**config.mk**
```make
export PLATFORM = sky130hd
export DESIGN_NAME = ram_master_flat
export DESIGN_NICKNAME = d
export VERILOG_FILES = /design/src/rtl/ram_master_if.sv /design/src/rtl/ram_master.sv /design/src/flat_wrapper.sv
export SDC_FILE = /design/constraint.sdc
export NUM_CORES = 1
export LEC_CHECK = 0
export ABC_AREA = 1
export CAP_MARGIN = 5
export CORE_AREA = 2 2 110 112
export DETAILED_ROUTE_END_ITERATION = 16
export DIE_AREA = 0 0 112 114
export PLACE_DENSITY = 0.75
export SLEW_MARGIN = 20
export SYNTH_ARGS = -nofsm -noshare
export SYNTH_HDL_FRONTEND = slang
export SYNTH_SLANG_ARGS = --single-unit
```
**constraint.sdc**
```tcl
create_clock -name i_clk -period 1.7 [get_ports i_clk]
set_clock_uncertainty 0.1 [all_clocks]
set_input_delay 0.34 -clock i_clk [delete_from_list [all_inputs] [get_ports i_clk]]
set_output_delay 0.34 -clock i_clk [all_outputs]
set_load 0.02 [all_outputs]
```
**src/rtl/ram_master_if.sv**
```systemverilog
// ram_master_if: command, read-response and RAM-side signals of the RAM initiator
//   request : i_req_valid, o_req_ready, i_req_op, i_req_addr, i_req_len, i_req_data
//   response: o_rsp_valid, i_rsp_ready, o_rsp_data, o_rsp_last, o_done, o_err
//   ram     : o_ram_addr, o_ram_set, o_ram_data, i_ram_data
//   modport master is the controller side, slave is the requester/RAM side
interface ram_master_if #(
   parameter int ADDR_W = 16,
   parameter int DATA_W = 32,
   parameter int LEN_W  = 8
);
   logic              i_req_valid;
   logic              o_req_ready;
   logic [1:0]        i_req_op;
   logic [ADDR_W-1:0] i_req_addr;
   logic [LEN_W-1:0]  i_req_len;
   logic [DATA_W-1:0] i_req_data;
   logic              o_rsp_valid;
   logic              i_rsp_ready;
   logic [DATA_W-1:0] o_rsp_data;
   logic              o_rsp_last;
   logic              o_done;
   logic              o_err;
   logic [ADDR_W-1:0] o_ram_addr;
   logic              o_ram_set;
   logic [DATA_W-1:0] o_ram_data;
   logic [DATA_W-1:0] i_ram_data;
   modport master (
      input  i_req_valid, i_req_op, i_req_addr, i_req_len, i_req_data, i_rsp_ready, i_ram_data,
      output o_req_ready, o_rsp_valid, o_rsp_data, o_rsp_last, o_done, o_err,
             o_ram_addr, o_ram_set, o_ram_data
   );
   modport slave (
      output i_req_valid, i_req_op, i_req_addr, i_req_len, i_req_data, i_rsp_ready, i_ram_data,
      input  o_req_ready, o_rsp_valid, o_rsp_data, o_rsp_last, o_done, o_err,
             o_ram_addr, o_ram_set, o_ram_data
   );
endinterface

```
**src/rtl/ram_master.sv**
```systemverilog
// ram_master: single-port RAM initiator running WRITE, FILL and READ-burst commands
//   i_clk : clock, rising edge
//   i_rst : synchronous active-high reset
//   bus   : ram_master_if.master carrying request, response and RAM signals
module ram_master #(
   parameter int ADDR_W = 16,
   parameter int DATA_W = 32,
   parameter int LEN_W  = 8,
   parameter int RD_LAT = 1
) (
   input logic          i_clk,
   input logic          i_rst,
   ram_master_if.master bus
);
   typedef enum logic [2:0] {IDLE, WR, FILL, RD_WAIT, RD_HOLD, FIN} state_t;
   localparam int WW = RD_LAT > 0 ? $clog2(RD_LAT + 1) : 1;
   state_t           state, nxt;
   logic [LEN_W-1:0] cnt;
   logic [WW-1:0]    w;
   logic             acc, last_one, cap;
   logic             nxt_ready, nxt_set, nxt_valid, nxt_done, nxt_err;
   assign acc      = bus.i_req_valid & bus.o_req_ready;
   assign last_one = cnt == LEN_W'(1);
   assign cap      = w == WW'(RD_LAT);
   // outputs are registered: the output decode looks at the next state
   always_ff @(posedge i_clk) begin
      if (i_rst) begin
         state           <= IDLE;
         cnt             <= '0;
         w               <= '0;
         bus.o_req_ready <= 1'b1;
         bus.o_ram_set   <= 1'b0;
         bus.o_rsp_valid <= 1'b0;
         bus.o_done      <= 1'b0;
         bus.o_err       <= 1'b0;
         bus.o_rsp_last  <= 1'b0;
         bus.o_rsp_data  <= DATA_W'(0);
         bus.o_ram_data  <= DATA_W'(0);
         bus.o_ram_addr  <= ADDR_W'(0);
      end else begin
         state           <= nxt;
         bus.o_req_ready <= nxt_ready;
         bus.o_ram_set   <= nxt_set;
         bus.o_rsp_valid <= nxt_valid;
         bus.o_done      <= nxt_done;
         bus.o_err       <= nxt_err;
         case (state)
            IDLE: if (acc) begin
               bus.o_ram_addr <= bus.i_req_addr;
               bus.o_ram_data <= bus.i_req_data;
               cnt            <= bus.i_req_len;
            end
            FILL: if (!last_one) begin
               bus.o_ram_addr <= bus.o_ram_addr + ADDR_W'(1);
               cnt            <= cnt - LEN_W'(1);
            end
            RD_WAIT: begin
               w <= cap ? '0 : w + WW'(1);
               if (cap) begin
                  bus.o_rsp_data <= bus.i_ram_data;
                  bus.o_rsp_last <= last_one;
               end
            end
            RD_HOLD: if (bus.i_rsp_ready && !last_one) begin
               bus.o_ram_addr <= bus.o_ram_addr + ADDR_W'(1);
               cnt            <= cnt - LEN_W'(1);
            end
            default: ;
         endcase
      end
   end
   always_comb begin
      nxt = state;
      case (state)
         IDLE:    if (acc) nxt = bus.i_req_op == 2'b01 ? WR :
                                 (bus.i_req_op == 2'b11 || bus.i_req_len == '0) ? FIN :
                                 bus.i_req_op == 2'b10 ? FILL : RD_WAIT;
         WR:      nxt = FIN;
         FILL:    nxt = last_one ? FIN : FILL;
         RD_WAIT: nxt = cap ? RD_HOLD : RD_WAIT;
         RD_HOLD: if (bus.i_rsp_ready) nxt = last_one ? FIN : RD_WAIT;
         default: nxt = IDLE;
      endcase
   end
   always_comb begin
      nxt_ready = nxt == IDLE;
      nxt_set   = nxt == WR || nxt == FILL;
      nxt_valid = nxt == RD_HOLD;
      nxt_done  = nxt == FIN;
      nxt_err   = state == IDLE && acc && bus.i_req_op == 2'b11;
   end
endmodule

```
**src/flat_wrapper.sv**
```systemverilog
// flat-port wrapper written by rule: the top's interface ports become plain ports
module ram_master_flat 
#(
   parameter int ADDR_W = 16,
   parameter int DATA_W = 32,
   parameter int LEN_W  = 8,
   parameter int RD_LAT = 1
)
  (i_clk, i_rst, bus_i_req_valid, bus_i_req_op, bus_i_req_addr, bus_i_req_len, bus_i_req_data, bus_i_rsp_ready, bus_i_ram_data, bus_o_req_ready, bus_o_rsp_valid, bus_o_rsp_data, bus_o_rsp_last, bus_o_done, bus_o_err, bus_o_ram_addr, bus_o_ram_set, bus_o_ram_data);
  ram_master_if #(.ADDR_W(ADDR_W), .DATA_W(DATA_W), .LEN_W(LEN_W)) bus_i ();
  input logic i_clk;
  input logic i_rst;
  input wire logic [$bits(bus_i.i_req_valid)-1:0] bus_i_req_valid;
  input wire logic [$bits(bus_i.i_req_op)-1:0] bus_i_req_op;
  input wire logic [$bits(bus_i.i_req_addr)-1:0] bus_i_req_addr;
  input wire logic [$bits(bus_i.i_req_len)-1:0] bus_i_req_len;
  input wire logic [$bits(bus_i.i_req_data)-1:0] bus_i_req_data;
  input wire logic [$bits(bus_i.i_rsp_ready)-1:0] bus_i_rsp_ready;
  input wire logic [$bits(bus_i.i_ram_data)-1:0] bus_i_ram_data;
  output wire logic [$bits(bus_i.o_req_ready)-1:0] bus_o_req_ready;
  output wire logic [$bits(bus_i.o_rsp_valid)-1:0] bus_o_rsp_valid;
  output wire logic [$bits(bus_i.o_rsp_data)-1:0] bus_o_rsp_data;
  output wire logic [$bits(bus_i.o_rsp_last)-1:0] bus_o_rsp_last;
  output wire logic [$bits(bus_i.o_done)-1:0] bus_o_done;
  output wire logic [$bits(bus_i.o_err)-1:0] bus_o_err;
  output wire logic [$bits(bus_i.o_ram_addr)-1:0] bus_o_ram_addr;
  output wire logic [$bits(bus_i.o_ram_set)-1:0] bus_o_ram_set;
  output wire logic [$bits(bus_i.o_ram_data)-1:0] bus_o_ram_data;
  assign bus_i.i_req_valid = bus_i_req_valid;
  assign bus_i.i_req_op = bus_i_req_op;
  assign bus_i.i_req_addr = bus_i_req_addr;
  assign bus_i.i_req_len = bus_i_req_len;
  assign bus_i.i_req_data = bus_i_req_data;
  assign bus_i.i_rsp_ready = bus_i_rsp_ready;
  assign bus_i.i_ram_data = bus_i_ram_data;
  assign bus_o_req_ready = bus_i.o_req_ready;
  assign bus_o_rsp_valid = bus_i.o_rsp_valid;
  assign bus_o_rsp_data = bus_i.o_rsp_data;
  assign bus_o_rsp_last = bus_i.o_rsp_last;
  assign bus_o_done = bus_i.o_done;
  assign bus_o_err = bus_i.o_err;
  assign bus_o_ram_addr = bus_i.o_ram_addr;
  assign bus_o_ram_set = bus_i.o_ram_set;
  assign bus_o_ram_data = bus_i.o_ram_data;
  ram_master #(.ADDR_W(ADDR_W), .DATA_W(DATA_W), .LEN_W(LEN_W), .RD_LAT(RD_LAT)) u_core (.i_clk(i_clk), .i_rst(i_rst), .bus(bus_i));
endmodule
```
==> out/summary.txt, run 1 <==
Total gr overflow: 0
Most common cell after layout, fill and taps aside: nor2_1
Tmin final: 1.65 ns
Final hold vios: 0
Data arrival, critical path: 1.84 ns
RSZ-0062 raised after global routing: true
GP Congestion: 0.850
Worst skew pair latency: 0.35 ns
VDD IR max: 895 uV
Hpwl dp: 9050 microns
CTS Root Cell: clkbuf_16
Crit share post-route: 96.9%
Most frequent cell on the critical path: nor2_2
Overall power: 11,500 uW
Detail Route Antenna Nets: 0
Seq cells post-synth: 98
Final Util: 60.1%
Setup violators final: 0
Max Slew Vio Count: 0
Fillers: 1,118
Core Area: 11,700 sq um
Syn. warnings: 0
Initial Utilization: 37.8%
Die X: 112 microns
# DRC: 0
Slowest cell delay on critical path: 0.34 ns
Slowest CP cell: dfxtp_1
Cell taking the most area after synthesis: dfxtp_1
Cells after Synth: 649
Global-route wire length before repair: 21,200 microns
Setup crit start kind: register
Post-Route WL: 13,000 microns
Critical path buffers and inverters: 1
Largest net degree at the start of global routing: 33
Layout cells sized above 1: 13.6%
Post-synth EDFFs: 0
N_diodes: 0
Via Count: 4,748
Site row count: 40
H-tree lvl count: 3
Post-synth ARST share: 0%
Clk slew on worst S/H paths: 0.07 ns
Sequential cell area fraction in the yosys report: 44.4%
Nets: 954
Vias/cell: 4.71
Max cap viols: 0
Status: finished clean
CTS tree: yes
CP Max Fanout: 3
Pre-antenna DRT Iters: 4
Pleak: 0.00339 uW
GRT Overall Usage: 20.1%
Hold Crit Class: register to register
Die height: 114 microns
CP Capture Type: register
Worst setup path class: register to register
Area share of the largest cell type after synthesis: 44.4%
Post-synthesis cell type count: 34
DR iter-0 viols: 252
Vias in the first global route: 4,472
Area Overhead vs Synth: 59.2%
Most frequent cells in the layout: nor2_1 (182), nand2_1 (106), clkdlybuf4s50_1 (93), dfxtp_1 (93), dlygate4sd2_1 (86)
DR WL/cell: 12.9 microns
I/O Buffers: 179
Cell Pwr Density: 1640 nW/um^2
Relative slew slack: 80.9%
Io pins: 180
Slew @ Worst Pin: 0.287 ns
Post-synthesis cell area: 4420 sq um
CP cell instances: nor2_2 > nand2_2 > nor2_4 > buf_6 > o21ai_2 > nor2_2 > nand2_2 > nor2_2 > and2_1
Die footprint: 12,800 sq um
Primary FF master, synth: dfxtp_1
Max Freq: 0.607 GHz
Initial antenna violation count: 0
Clock Sinks: 98
CTS buffer count: 9
CP delay by family, top: simple AND/OR/NAND/NOR gates
Clk buf depth: 2
Critical Path RT: 1.89 ns
Post-Synthesis Net Count: 746
Post-Syn Area per Cell: 6.82 sq um
Top cells by area, synth: dfxtp_1 (44%), nor2_1 (16%), nand2_1 (9.8%)
==> repair_timing <==
item                                    CTS  global route
pin swaps                                 1            13
resized for setup                        92            40
setup buffers                             0             4
endpoints found under the setup margin   96            29
hold buffers                              0             0
endpoints found under the hold margin     0             0
gates cloned                              0             1
==> through the flow <==
stage | std cells | setup slack, ns | cell area (sq um) | hold WS, ns | setup TNS, ns
6_report | 1009 | 0.0528 | 7040 | 0.393 | 0
3_3_place_gp | 988 | -0.259 | 6660 | 0.366 | -6.92
2_1_floorplan | 649 | 0.0729 | 4420 | 0.352 | 0
4_1_cts | 1004 | -0.0111 | 6870 | 0.388 | -0.0111
5_1_grt | 1009 | -0.0260 | 7040 | 0.426 | -0.139
3_5_place_dp | 988 | -0.254 | 6660 | 0.377 | -8.24
==> cells in the mapped netlist (4+ instances only) <==
library cell	n
buf_2	4
nor2_1	189
or2_2	7
nand4_1	4
inv_1	33
nor2_2	4
nand3_1	32
a21oi_1	15
clkbuf_1	23
o21ai_1	8
nand2_1	115
dfxtp_1	98
o21ai_0	83
==> worst paths after layout <==
path / startpoint / to / slack [ns] / cells after the start
min: u_core.cnt[6] / u_core.cnt[6] / 0.39 / 2
min reg2reg: u_core.cnt[6] / u_core.cnt[6] / 0.39 / 2
max reg2reg: u_core.cnt[5] / u_core.bus.o_rsp_valid / 0.05 / 9
max: u_core.cnt[5] / u_core.bus.o_rsp_valid / 0.05 / 9
==> state kept, by name, indices dropped and copies added, names as in the netlist <==
name	count
u_core.bus.o_req_ready	1
u_core.bus.o_rsp_last	1
u_core.bus.o_ram_set	1
u_core.bus.o_rsp_valid	1
u_core.bus.o_done	1
u_core.bus.o_err	1
u_core.state	3
u_core.bus.o_ram_addr	16
u_core.cap	1
u_core.cnt	8
u_core.bus.o_ram_data	32
u_core.bus.o_rsp_data	32
==> report_power, final <==
part / internal [uW] / switching [uW]
logic: 2530 / 3520
clock network: 1160 / 933
registers: 2940 / 447
==> layout make-up <==
type | instances | area, sq um | area share, %
multi-input combinational | 483 | 2270 | 32.3
timing repair buffer | 228 | 2160 | 30.7
sequential | 98 | 1970 | 28.0
clock buffer | 10 | 229 | 3.25
tap | 147 | 184 | 2.61
inverter | 37 | 146 | 2.08
clock inverter | 6 | 73.8 | 1.05
==> routing by layer <==
metal	vias up	wire length, microns	global-route usage (%)
li1	2487	-	-
met2	120	6340	33.8
met3	11	925	5.47
met5	-	0	0
met4	0	149	5.93
met1	2130	5620	25.5
==> logic make-up after synthesis <==
logic type | synth area share, %
adders and majority gates | 0.849
AOI/OAI and AO/OA | 13.1
and+or+nand+nor | 34.2
xor gates and xnor gates | 0.990
DFF | 44.4
buffers and inverters | 6.53
==> worst min-delay path: stages (launching register included) <==
cell and delay, ns:
dfxtp_1 0.33, nand2_1 0.07, a21oi_1 0.05
No activity file was read; power rests on OpenSTA's default activity.
==> run 2: changes to the inputs <==
Settings changed: CTS_CLUSTER_DIAMETER set to 80.
==> results of run 2 <==
The final DEF is identical to that of run 1; final timing and power are the same.
==> run 3: changes to the inputs <==
Settings changed: CAP_MARGIN 5 to 20, SKIP_CTS_REPAIR_TIMING set to 1.
==> run 3 against run 2 <==
  * Sequential power about the same
  * Clock power barely moved
  * Critical path depth is 2 higher
  * Non-clock buffer count stayed put
  * Cell count stayed put
  * Critical path type unchanged
  * Largest power group unchanged
==> out/summary.txt, run 3 (synthesis results as in run 1) <==
Clk slew on worst S/H paths: 0.07 ns (about the same)
Fin cells: 1,009 (unchanged)
Initial Utilization: 37.8% (unchanged)
Vias in the first global route: 4,472 (unchanged)
Status: finished clean (unchanged)
Comb pwr share: 52.7% (was 52.5%)
Vias/cell: 4.72 (was 4.71)
Die X: 112 microns (unchanged)
Global-route wire length before repair: 21,200 microns (about the same)
Slew @ Worst Pin: 0.291 ns (was 0.287 ns)
Tmin final: 1.69 ns (was 1.65 ns)
Setup crit start kind: register (unchanged)
Pleak: 0.00447 uW (was 0.00339 uW)
H-tree lvl count: 3 (unchanged)
I/O Buffers: 179 (unchanged)
CTS Root Cell: clkbuf_16 (unchanged)
Io pins: 180 (unchanged)
Clock Power Share: 18.0% (was 18.2%)
Hold path depth: 2 (unchanged)
DR iter-0 viols: 275 (was 252)
# DRC: 0 (unchanged)
NetSw: 4890 uW (was 4900 uW)
Most common cell after layout, fill and taps aside: nor2_1 (unchanged)
Site row count: 40 (unchanged)
Worst skew pair latency: 0.34 ns (was 0.35 ns)
Via Count: 4,762 (was 4,748)
Cell Pwr Density: 1590 nW/um^2 (was 1640 nW/um^2)
Hpwl dp: 9050 microns (unchanged)
Nets: 954 (unchanged)
Max Slew Vio Count: 0 (unchanged)
Die footprint: 12,800 sq um (unchanged)
Post-Route WL: 13,300 microns (was 13,000 microns)
Die height: 114 microns (unchanged)
GRT Overall Usage: 20.1% (unchanged)
DR WL/cell: 13.2 microns (was 12.9 microns)
Core Area: 11,700 sq um (unchanged)
Pre-antenna DRT Iters: 4 (unchanged)
R2R cell count: 11 (was 9)
Relative slew slack: 80.6% (was 80.9%)
Final Util: 62.7% (was 60.1%)
DP Area: 6660 sq um (unchanged)
Sequential power share: 29.3% (was 29.4%)
Data arrival, critical path: 1.88 ns (was 1.84 ns)
Largest net degree at the start of global routing: 33 (unchanged)
Setup violators final: 0 (unchanged)
RSZ-0062 raised after global routing: true (unchanged)
Crit share post-route: 99.4% (was 96.9%)
Layout cells sized above 1: 13.7% (was 13.6%)
Sw frac: 42.0% (was 42.5%)
GP Congestion: 0.850 (unchanged)
Most frequent cells in the layout: nor2_1 (180), nand2_1 (108), clkdlybuf4s50_1 (93) (was nor2_1 (182), nand2_1 (106), clkdlybuf4s50_1 (93), dfxtp_1 (93), dlygate4sd2_1 (86))
Top flop regs: u_core.bus.o_ram_data: 32 flops, u_core.bus.o_rsp_data: 32 flops, u_core.bus.o_ram_addr: 16 flops (unchanged)
CTS buffer count: 9 (unchanged)
Final hold vios: 0 (unchanged)
Clk buf depth: 2 (unchanged)
Detail Route Antenna Nets: 0 (unchanged)
Total gr overflow: 0 (unchanged)
Hold Crit Class: register to register (unchanged)
CTS tree: yes (unchanged)
Max Freq: 0.592 GHz (was 0.607 GHz)
Cells after DPL: 988 (unchanged)
CP Capture Type: register (unchanged)
Overall power: 11,600 uW (was 11,500 uW)
Initial antenna violation count: 0 (unchanged)
Post-route cell area: 7340 sq um (was 7040 sq um)
Internal: 6760 uW (was 6630 uW)
Max cap viols: 0 (unchanged)
CP Max Fanout: 3 (unchanged)
N_diodes: 0 (unchanged)
Critical Path RT: 1.89 ns (about the same)
VDD IR max: 875 uV (was 895 uV)
Area Overhead vs Synth: 66.0% (was 59.2%)
Worst setup path class: register to register (unchanged)
Clock Sinks: 98 (unchanged)
## run 3: cell count changes in the layout (fill, tap and decap cells not counted), moves of 2 or more
| cell | previous run | this run |
|---|---|---|
| buf_4 | 37 | 39 |
| dfxtp_1 | 93 | 90 |
| dfxtp_2 | 4 | 6 |
| dlygate4sd2_1 | 86 | 0 |
| dlymetal6s2s_1 | 0 | 86 |
| nand2_1 | 106 | 108 |
| nor2_1 | 182 | 180 |
## run 3: layout make-up
type / count / area, sq um
clock buffer: 10 / 229
fill: 1063 / 4370
tap: 147 / 184
inverter: 37 / 146
timing repair buffer: 228 / 2460
clock inverter: 6 / 73.8
sequential: 98 / 1980
multi-input combinational: 483 / 2270
## run 3: worst paths after layout
path	startpoint	to	slack [ns]
hold reg to reg	u_core.cap	u_core.cap	0.40
hold / removal	u_core.cap	u_core.cap	0.40
setup reg to reg	u_core.cnt[1]	u_core.bus.o_rsp_valid	0.01
setup / recovery	u_core.cnt[1]	u_core.bus.o_rsp_valid	0.01
## run 3: per-stage QoR
step / setup slack, ns / TNS [ns] / hold slack, ns
2_1_floorplan: 0.0729 / 0 / 0.352
3_3_place_gp: -0.259 / -6.92 / 0.366
3_5_place_dp: -0.254 / -8.24 / 0.377
4_1_cts: -0.189 / -5.01 / 0.389
5_1_grt: -0.0432 / -0.125 / 0.426
6_report: 0.00953 / 0 / 0.396
## run 3: power groups by stage
stage | registers, uW | clock network, uW | logic, uW
2_1_floorplan | 3980 | 0 | 2960
3_3_place_gp | 3390 | 0 | 5760
3_5_place_dp | 3400 | 0 | 5820
4_1_cts | 3360 | 2150 | 5850
5_1_grt | 3490 | 2250 | 6790
6_report | 3420 | 2100 | 6130
## run 3: layer usage
layer	track usage (%)	share of wire (%)	vias up
li1	-	-	2486
met1	25.5	43	2141
met2	33.7	50	124
met3	5.63	6.5	11
met4	5.93	1.2	0
met5	0	0	-
## run 3: critical path, stage by stage, from the launching register on
cell	delay, ns
dfxtp_2	0.34
inv_2	0.07
ha_4	0.13
nand2_4	0.05
nor2_4	0.13
buf_6	0.12
buf_6	0.09
o21ai_2	0.06
nor2_2	0.18
nand2_2	0.10
nor2_2	0.13
and2_1	0.13
